### src/rtl/extest_sequencer_if.sv
// Host/chain bundle for the EXTEST sequencer: host requests and results plus
// the serial wrapper-chain controls. Signal prefixes are from the sequencer's side.
interface extest_sequencer_if #(
  parameter int N     = 8,
  parameter int CNT_W = 16
);
  logic             i_start;
  logic             i_abort;
  logic [N-1:0]     i_pattern;
  logic [N-1:0]     i_expected;
  logic [N-1:0]     i_mask;
  logic             i_chain_so;

  logic             o_ready;
  logic             o_extest_mode;
  logic             o_shift_en;
  logic             o_update_en;
  logic             o_capture_en;
  logic             o_chain_si;
  logic             o_done;
  logic             o_pass;
  logic [N-1:0]     o_response;
  logic [N-1:0]     o_fail_bits;
  logic [CNT_W-1:0] o_pattern_count;
  logic [CNT_W-1:0] o_fail_count;

  modport slave (
    input  i_start, i_abort, i_pattern, i_expected, i_mask, i_chain_so,
    output o_ready, o_extest_mode, o_shift_en, o_update_en, o_capture_en,
           o_chain_si, o_done, o_pass, o_response, o_fail_bits,
           o_pattern_count, o_fail_count
  );

  modport master (
    output i_start, i_abort, i_pattern, i_expected, i_mask, i_chain_so,
    input  o_ready, o_extest_mode, o_shift_en, o_update_en, o_capture_en,
           o_chain_si, o_done, o_pass, o_response, o_fail_bits,
           o_pattern_count, o_fail_count
  );
endinterface

### src/rtl/extest_sequencer.sv
// Runs one EXTEST pattern per start: serial load, update, capture, serial unload,
// masked compare. All outputs are registered and reflect the state being entered.
module extest_sequencer #(
  parameter int N     = 8,
  parameter int CNT_W = 16
) (
  input  logic              i_clk,
  input  logic              i_reset,
  extest_sequencer_if.slave bus
);
  localparam int CW = $clog2(N + 1);

  typedef enum logic [2:0] {
    S_IDLE, S_LOAD, S_UPDATE, S_CAPTURE, S_UNLOAD, S_COMPARE
  } state_t;

  state_t           r_state;
  logic [CW-1:0]    r_cnt;
  logic [N-1:0]     r_pat_sr;
  logic [N-1:0]     r_exp;
  logic [N-1:0]     r_mask;
  logic [N-1:0]     r_resp_sr;
  logic             r_ready;
  logic             r_mode;
  logic             r_shift;
  logic             r_upd;
  logic             r_cap;
  logic             r_si;
  logic             r_done;
  logic             r_pass;
  logic [N-1:0]     r_response;
  logic [N-1:0]     r_fail_bits;
  logic [CNT_W-1:0] r_pcnt;
  logic [CNT_W-1:0] r_fcnt;

  logic             w_last;
  logic [N-1:0]     w_fail;

  assign w_last = (r_cnt == CW'(N - 1));
  assign w_fail = (r_resp_sr ^ r_exp) & r_mask;

  always_ff @(posedge i_clk or posedge i_reset) begin
    if (i_reset) begin
      r_state     <= S_IDLE;
      r_cnt       <= '0;
      r_pat_sr    <= '0;
      r_exp       <= '0;
      r_mask      <= '0;
      r_resp_sr   <= '0;
      r_ready     <= 1'b0;
      r_mode      <= 1'b0;
      r_shift     <= 1'b0;
      r_upd       <= 1'b0;
      r_cap       <= 1'b0;
      r_si        <= 1'b0;
      r_done      <= 1'b0;
      r_pass      <= 1'b0;
      r_response  <= '0;
      r_fail_bits <= '0;
      r_pcnt      <= '0;
      r_fcnt      <= '0;
    end else begin
      r_done <= 1'b0;
      if (r_state != S_IDLE && bus.i_abort) begin
        // Abort drops the chain controls without touching results or counters
        r_state <= S_IDLE;
        r_ready <= 1'b1;
        r_mode  <= 1'b0;
        r_shift <= 1'b0;
        r_upd   <= 1'b0;
        r_cap   <= 1'b0;
        r_si    <= 1'b0;
      end else begin
        case (r_state)
          S_IDLE: begin
            r_ready <= 1'b1;
            if (bus.i_start && !bus.i_abort) begin
              // chain_si is pre-registered, so the shadow holds the bits after bit 0
              r_pat_sr <= {1'b0, bus.i_pattern[N-1:1]};
              r_si     <= bus.i_pattern[0];
              r_exp    <= bus.i_expected;
              r_mask   <= bus.i_mask;
              r_cnt    <= '0;
              r_ready  <= 1'b0;
              r_mode   <= 1'b1;
              r_shift  <= 1'b1;
              r_state  <= S_LOAD;
            end
          end
          S_LOAD: begin
            r_pat_sr <= {1'b0, r_pat_sr[N-1:1]};
            r_cnt    <= r_cnt + 1'b1;
            if (w_last) begin
              r_si    <= 1'b0;
              r_shift <= 1'b0;
              r_upd   <= 1'b1;
              r_state <= S_UPDATE;
            end else begin
              r_si <= r_pat_sr[0];
            end
          end
          S_UPDATE: begin
            r_upd   <= 1'b0;
            r_cap   <= 1'b1;
            r_state <= S_CAPTURE;
          end
          S_CAPTURE: begin
            r_cap   <= 1'b0;
            r_shift <= 1'b1;
            r_cnt   <= '0;
            r_state <= S_UNLOAD;
          end
          S_UNLOAD: begin
            r_resp_sr <= {bus.i_chain_so, r_resp_sr[N-1:1]};
            r_cnt     <= r_cnt + 1'b1;
            if (w_last) begin
              r_shift <= 1'b0;
              r_state <= S_COMPARE;
            end
          end
          S_COMPARE: begin
            r_response  <= r_resp_sr;
            r_fail_bits <= w_fail;
            r_pass      <= (w_fail == '0);
            if (r_pcnt != '1) r_pcnt <= r_pcnt + 1'b1;
            if (w_fail != '0 && r_fcnt != '1) r_fcnt <= r_fcnt + 1'b1;
            r_done  <= 1'b1;
            r_mode  <= 1'b0;
            r_ready <= 1'b1;
            r_state <= S_IDLE;
          end
          default: begin
            r_state <= S_IDLE;
            r_mode  <= 1'b0;
            r_shift <= 1'b0;
            r_upd   <= 1'b0;
            r_cap   <= 1'b0;
            r_si    <= 1'b0;
          end
        endcase
      end
    end
  end

  assign bus.o_ready         = r_ready;
  assign bus.o_extest_mode   = r_mode;
  assign bus.o_shift_en      = r_shift;
  assign bus.o_update_en     = r_upd;
  assign bus.o_capture_en    = r_cap;
  assign bus.o_chain_si      = r_si;
  assign bus.o_done          = r_done;
  assign bus.o_pass          = r_pass;
  assign bus.o_response      = r_response;
  assign bus.o_fail_bits     = r_fail_bits;
  assign bus.o_pattern_count = r_pcnt;
  assign bus.o_fail_count    = r_fcnt;
endmodule

### src/flat_wrapper.sv
// flat-port wrapper written by rule: the top's interface ports become plain ports
module extest_sequencer_flat 
#(
  parameter int N     = 8,
  parameter int CNT_W = 16
)
  (i_clk, i_reset, bus_i_start, bus_i_abort, bus_i_pattern, bus_i_expected, bus_i_mask, bus_i_chain_so, bus_o_ready, bus_o_extest_mode, bus_o_shift_en, bus_o_update_en, bus_o_capture_en, bus_o_chain_si, bus_o_done, bus_o_pass, bus_o_response, bus_o_fail_bits, bus_o_pattern_count, bus_o_fail_count);
  extest_sequencer_if #(.N(N), .CNT_W(CNT_W)) bus_i ();
  input  logic i_clk;
  input  logic i_reset;
  input wire logic [$bits(bus_i.i_start)-1:0] bus_i_start;
  input wire logic [$bits(bus_i.i_abort)-1:0] bus_i_abort;
  input wire logic [$bits(bus_i.i_pattern)-1:0] bus_i_pattern;
  input wire logic [$bits(bus_i.i_expected)-1:0] bus_i_expected;
  input wire logic [$bits(bus_i.i_mask)-1:0] bus_i_mask;
  input wire logic [$bits(bus_i.i_chain_so)-1:0] bus_i_chain_so;
  output wire logic [$bits(bus_i.o_ready)-1:0] bus_o_ready;
  output wire logic [$bits(bus_i.o_extest_mode)-1:0] bus_o_extest_mode;
  output wire logic [$bits(bus_i.o_shift_en)-1:0] bus_o_shift_en;
  output wire logic [$bits(bus_i.o_update_en)-1:0] bus_o_update_en;
  output wire logic [$bits(bus_i.o_capture_en)-1:0] bus_o_capture_en;
  output wire logic [$bits(bus_i.o_chain_si)-1:0] bus_o_chain_si;
  output wire logic [$bits(bus_i.o_done)-1:0] bus_o_done;
  output wire logic [$bits(bus_i.o_pass)-1:0] bus_o_pass;
  output wire logic [$bits(bus_i.o_response)-1:0] bus_o_response;
  output wire logic [$bits(bus_i.o_fail_bits)-1:0] bus_o_fail_bits;
  output wire logic [$bits(bus_i.o_pattern_count)-1:0] bus_o_pattern_count;
  output wire logic [$bits(bus_i.o_fail_count)-1:0] bus_o_fail_count;
  assign bus_i.i_start = bus_i_start;
  assign bus_i.i_abort = bus_i_abort;
  assign bus_i.i_pattern = bus_i_pattern;
  assign bus_i.i_expected = bus_i_expected;
  assign bus_i.i_mask = bus_i_mask;
  assign bus_i.i_chain_so = bus_i_chain_so;
  assign bus_o_ready = bus_i.o_ready;
  assign bus_o_extest_mode = bus_i.o_extest_mode;
  assign bus_o_shift_en = bus_i.o_shift_en;
  assign bus_o_update_en = bus_i.o_update_en;
  assign bus_o_capture_en = bus_i.o_capture_en;
  assign bus_o_chain_si = bus_i.o_chain_si;
  assign bus_o_done = bus_i.o_done;
  assign bus_o_pass = bus_i.o_pass;
  assign bus_o_response = bus_i.o_response;
  assign bus_o_fail_bits = bus_i.o_fail_bits;
  assign bus_o_pattern_count = bus_i.o_pattern_count;
  assign bus_o_fail_count = bus_i.o_fail_count;
  extest_sequencer #(.N(N), .CNT_W(CNT_W)) u_core (.i_clk(i_clk), .i_reset(i_reset), .bus(bus_i));
endmodule
### config.mk
export PLATFORM = sky130hd
export DESIGN_NAME = extest_sequencer_flat
export DESIGN_NICKNAME = d
export VERILOG_FILES = /design/src/rtl/extest_sequencer_if.sv /design/src/rtl/extest_sequencer.sv /design/src/flat_wrapper.sv
export SDC_FILE = /design/constraint.sdc
export NUM_CORES = 1
export LEC_CHECK = 0
export ABC_AREA = 0
export CORE_MARGIN = 1
export CORE_UTILIZATION = 56
export DETAILED_ROUTE_END_ITERATION = 16
export GPL_TIMING_DRIVEN = 0
export PLACE_DENSITY = 0.86
export SYNTH_ARGS = -nofsm -noshare
export SYNTH_HDL_FRONTEND = slang
export SYNTH_SLANG_ARGS = --single-unit
### constraint.sdc
create_clock -name i_clk -period 6.1 [get_ports i_clk]
set_clock_uncertainty 0.05 [all_clocks]
set_input_delay 0.915 -clock i_clk [delete_from_list [all_inputs] [get_ports i_clk]]
set_output_delay 0.915 -clock i_clk [all_outputs]
set_load 0.01 [all_outputs]
Word-level counts from Yosys, hierarchy flattened
Cells that the tools add are included.
Widths: inputs -> output; s select.
{"block": "totals", "output_inout_bits": 56, "word_cells": 100, "reg_bits": 95, "input_bits": 29}
{"block": "classes", "n_reduce_logical": 29, "bitwise_logic": 3, "addsub": 3, "mux": 29, "n_eq_ne": 18}
{"cell": "$add 16x1->16 const B", "n": 2}
{"cell": "$ne 16x16->1 const B", "n": 2}
{"cell": "$reduce_and 3->1", "n": 7}
{"cell": "$pmux 8 s2", "n": 1}
{"cell": "$reduce_or 4->1", "n": 4}
{"cell": "$pmux 3 s5", "n": 1}
{"cell": "$mux 1", "n": 14}
{"cell": "$mux 3", "n": 4}
{"cell": "$ne 2x1->1 const B", "n": 6}
{"cell": "$ne 3x1->1 const B", "n": 4}
{"cell": "$pmux 4 s3", "n": 1}
{"cell": "$reduce_and 2->1", "n": 5}
{"cell": "$reduce_bool 3->1", "n": 3}
{"cell": "$and 8x8->8", "n": 1}
{"cell": "$logic_not 8->1", "n": 1}
{"cell": "$mux 8", "n": 1}
{"cell": "$pmux 1 s2", "n": 4}
{"cell": "$reduce_bool 8->1", "n": 1}
{"cell": "$xor 8x8->8", "n": 1}
{"cell": "$eq 3x2->1 const B", "n": 2}
{"cell": "$eq 3x3->1 const B", "n": 2}
{"cell": "$add 4x1->4 const B", "n": 1}
{"cell": "$eq 4x3->1 const B", "n": 1}
{"cell": "$mux 4", "n": 1}
{"cell": "other kinds (9)", "n": 12}

Longest topological paths before layout
{"block": "logic_depth", "ltp_word": 5, "mapped_depth": 8, "mapped_depth_nobuf": 6}

Least setup slack after synthesis
OpenSTA, ideal clock, no wires.
{"block": "synth_path", "path_kind": "input-to-reg", "startpoint": "input bus_i_abort", "endpoint": "register u_core.r_si (netlist: u_core.bus.o_chain_si)", "path_stages": 6, "required_ns": 5.925, "setup_slack_ns": 3.965, "setup_time_ns": 0.125, "arrival_time_ns": 1.961, "n_path_buf": 1, "path_cell_list": "buf_2 -> inv_1 -> a211oi_1 -> a21oi_1 -> o21ai_0 -> mux2_2"}
{"block": "synth_between", "elab_chain_cells": 4, "word_cells_on_any_way": 7, "classes_between": "eq/ne (2); mux (1); reduce/logical (4)"}
{"item": "from (decl)", "line": "flat_wrapper.sv:12", "rtl": "input wire logic [$bits(bus_i.i_abort)-1:0] bus_i_abort;"}
{"item": "$logic_not 1->1", "line": "extest_sequencer.sv:77", "rtl": "if (bus.i_start && !bus.i_abort) begin"}
{"item": "$logic_and 1x1->1", "line": "extest_sequencer.sv:77"}
{"item": "$ne 3x1->1 (no line)"}
{"item": "$reduce_and 2->1 (no line)"}
{"item": "to (signal assigned)", "line": "extest_sequencer.sv:80", "rtl": "r_si <= bus.i_pattern[0];"}
{"item": "to (signal assigned)", "line": "extest_sequencer.sv:99", "rtl": "r_si <= r_pat_sr[0];"}
{"item": "to (decl)", "line": "extest_sequencer.sv:28", "rtl": "logic r_si;"}
Parallel ways exist; a longest one is shown, timed or not.
A chain may end at the register's enable or synchronous reset.

Final worst setup path
{"block": "layout_path", "startpoint": "input bus_i_abort", "endpoint": "register u_core.r_fcnt[14] (netlist: u_core.bus.o_fail_count[14])"}
{"block": "layout_between", "elab_chain_cells": 3}
{"item": "$logic_and 1x1->1", "line": "extest_sequencer.sv:64", "rtl": "if (r_state != S_IDLE && bus.i_abort) begin"}
{"item": "$not 1->1 (no line)"}
{"item": "$reduce_and 3->1 (no line)"}
{"item": "to (signal assigned)", "line": "extest_sequencer.sv:126", "rtl": "if (w_fail != '0 && r_fcnt != '1) r_fcnt <= r_fcnt + 1'b1;"}
{"item": "to (decl)", "line": "extest_sequencer.sv:34", "rtl": "logic [CNT_W-1:0] r_fcnt;"}
No other way between the ends.

==> run_results.csv <==
group,metric,value,unit
drt,routed_wl,9.19,mm
global_routing,antenna_found_initial,0,
final_layout,drive_gt1_frac,0.141,
final_layout,fillers,513,
hold_path,whs_endpoint,"u_core.bus.o_response[0]$_DFFE_PP0P_",
global_routing,grt_usage,0.244,
timing,finalWorstSetupSlack,3.49,ns
final_layout,diodes,0,
global_routing,grt_pass1_wl,15.7,mm
global_routing,use_met3,0.0550,
global_routing,grtUsageMet1,0.322,
synthesis,synthMuxAreaShare,0.0965,
synthesis,synth.distinct_cells,50,
drt,drt_pass1_iterations,4,
place,portBuffers,84,
hold_path,hold_path.class,"flop to flop",
setup_path,crit_path_end_kind,"flop",
setup_path,worst_ep_arrival_time,2.80,ns
die,core_area,7370,um2
timing,post-route-min-period,2.61,ns
drt,vias,3291,
hold_path,hold_start,"u_core.bus.o_response[0]$_DFFE_PP0P_",
final_layout,area_growth,27.6,%
die,io-pin-count,85,
clocking,post-cts-setup-buffers,0,
die,die_w,89.8,um
setup_path,r2r_end,"u_core.bus.o_pattern_count[1]$_DFFE_PP0P_",
place,dp_slack,3.14,ns
pwr,ir_drop,163,uV
final_layout,final_cell_mix,"dfrtp_1, clkdlybuf4s50_1, nand2_1",
global_routing,grt_pass1_vias,3310,
job,max_cap_violations,0,
clocking,cts_buffers,9,
die,die_height,89.8,um
synthesis,netlist_instances,391,
clocking,cts_hold_buf,0,
synthesis,ys_ff_latch,94,
timing,setup_violations,0,
synthesis,synth-simple-area-share,0.183,
clocking,htree_num_levels,3,
clocking,cts_resized,0,
global_routing,busiest_layer,"met2",
synthesis,synth_top_family_by_area,"simple AND/OR/NAND/NOR gates",
drt,wl_per_cell,15.6,um
timing,timing.hold.ws,0.432,ns
final_layout,multiInputGateArea,1860,um2
global_routing,grt_max_degree,63,
place,dpl.hpwl,6.61,mm
setup_path,cp-start-kind,"input pin",
clocking,cts_tree,"done",
synthesis,synth_xor_area_frac,0.0751,
synthesis,syn_nets,423,
timing,drv_slew,0,
synthesis,seq_area_frac_synth,0.545,
synthesis,syn-cell-area,4320,um2
global_routing,use_met2,0.400,
pwr,leakage,2.50,nW
drt,drtAntennaViolNets,0,
final_layout,nets,519,
die,initial_core_util,0.586,
global_routing,gr-total-overflow,0,
drt,drc,0,
timing,tns,0,ns
synthesis,ys_warn_count,0,
die,num_rows,31,
setup_path,cp_max_fo,5,
synthesis,avgSynthCellArea,11.0,um2
timing,worstMarginPinSlew,0.682,ns
outcome,outcome,"completed",
timing,rsz0062_at_grt,"no",
final_layout,regArea,2350,um2
timing,slew_headroom,0.543,
drt,initialDrtViolationCount,161,
clocking,cts.sinks,94,
clocking,clockBufferDepth,2,
die,dieArea,8060,um2
timing,hold_viol,0,
setup_path,worst_ep_required_time,6.29,ns
synthesis,synth_compound_gate_area_share,0.0690,
timing,fmax,383,MHz
setup_path,r2r_cells,5,
hold_path,hold_depth,2,
clocking,clk_pin_slew,0.09,ns
setup_path,reg2reg_from,"u_core.bus.o_pattern_count[0]$_DFFE_PP0P_",
setup_path,reg2reg_slack,3.98,ns
place,finalWeightedCongestion,0.829,
clocking,clockRootBuffer,"clkbuf_8",
drt,viasPerCell,5.58,
setup_path,critical_path_class,"input pin to flop",
pwr,p_per_area,233,nW/um2
synthesis,synthAdderAreaFrac,0.00870,
final_layout,finalCoreUtilization,0.747,
clocking,clk_latency,0.36,ns
timing,fin_crit_sh,0.428,
final_layout,final_common_cell,"dfrtp_1",
critical path, stage by stage:
cell	delay [ns]
clkdlybuf4s50_1	0.47
nand4bb_2	0.36
inv_1	0.20
nand4_1	0.16
a311oi_1	0.33
nand4_1	0.19
xnor2_1	0.17
synth_stat cells, drive strengths merged:
library cell	count	area, um2
nand3	18	95.1
and4	3	27.5
nor3	7	40.0
xor2	12	105
o22ai	2	12.5
nor2	15	56.3
nand2	59	221
dfrtp	94	2350
ha	3	37.5
mux2	29	327
nand4bb	1	16.3
nor4	1	6.26
nor3b	2	15.0
a22o	2	17.5
buf	11	62.6
a21oi	16	83.8
mux2i	9	90.1
nor4b	1	15.0
or2	3	18.8
inv	6	22.5
nor2b	3	18.8
nand4	21	131
o21ba	1	10.0
clkbuf	4	15.0
xnor2	25	219
a211oi	2	20.0
o21ai	13	76.3
a21o	1	7.51
o31ai	2	15.0
a2bb2oi	1	8.76
or3	1	6.26
nand3b	2	15.0
a311oi	1	8.76
and3	9	57.6
a22oi	5	37.5
and3b	1	8.76
nand2b	5	38.8
state kept, by name (all words and copies together), names as in the netlist, 3 cells and up:
register / flops
u_core.r_pat_sr: 7
u_core.bus.o_response: 8
u_core.bus.o_fail_bits: 8
u_core.bus.o_fail_count: 16
u_core.r_state: 3
u_core.bus.o_pattern_count: 16
u_core.r_exp: 8
u_core.r_resp_sr: 8
u_core.r_cnt: 4
u_core.r_mask: 8
kinds of logic after synthesis:
| logic type | count (synthesis) |
|---|---|
| AND/OR/NAND/NOR | 152 |
| adder cells (fa/ha/maj) | 3 |
| flip-flops | 94 |
| XOR/XNOR | 37 |
| AO/OA/AOI/OAI | 46 |
| multiplexers | 38 |
| buffers and inverters | 21 |
metal layers:
metal / routed length (um) / up-vias
met4: 114 / 0
met2: 4490 / 112
li1: - / 1574
met3: 581 / 10
met1: 4010 / 1595
met5: 0 / -
through the flow:
stage | instances | power (mW) | instance area [um2]
after CTS | 590 | 1.29 | 5510
after detailed placement | 575 | 0.878 | 5310
final | 590 | 1.28 | 5510
after floorplan | 391 | 0.811 | 4320
after global placement | 574 | 0.866 | 5280
after global routing | 590 | 1.34 | 5510
worst max-delay path by stage:
| stage | start | endpoint | slack [ns] | cells after the start |
|---|---|---|---|---|
| 6_report | bus_i_abort | u_core.bus.o_fail_count[14]$_DFFE_PP0P_ | 3.49 | 7 |
| 5_1_grt | bus_i_abort | u_core.bus.o_fail_count[14]$_DFFE_PP0P_ | 3.33 | 7 |
| 4_1_cts | bus_i_abort | u_core.bus.o_fail_count[14]$_DFFE_PP0P_ | 3.52 | 7 |
| 3_5_place_dp | bus_i_abort | u_core.bus.o_fail_count[14]$_DFFE_PP0P_ | 3.14 | 7 |
| 3_3_place_gp | i_reset | u_core.bus.o_fail_count[10]$_DFFE_PP0P_ | 1.33 | 2 |
| 2_1_floorplan | i_reset | u_core.bus.o_capture_en$_DFFE_PP0P_ | 2.69 | 1 |
final cells by class:
| type | count | share of cell area |
|---|---|---|
| sequential | 94 | 0.427 |
| multi-input combinational | 276 | 0.338 |
| timing repair buffer | 85 | 0.158 |
| clock buffer | 10 | 0.0250 |
| tap | 99 | 0.0225 |
| buffer | 15 | 0.0141 |
| clock inverter | 5 | 0.0107 |
| inverter | 6 | 0.00454 |
power by group:
group | switching [mW] | internal (mW)
logic | 0.0794 | 0.0868
clock network | 0.215 | 0.199
registers | 0.0336 | 0.667
(Power assumes the default switching activity.)
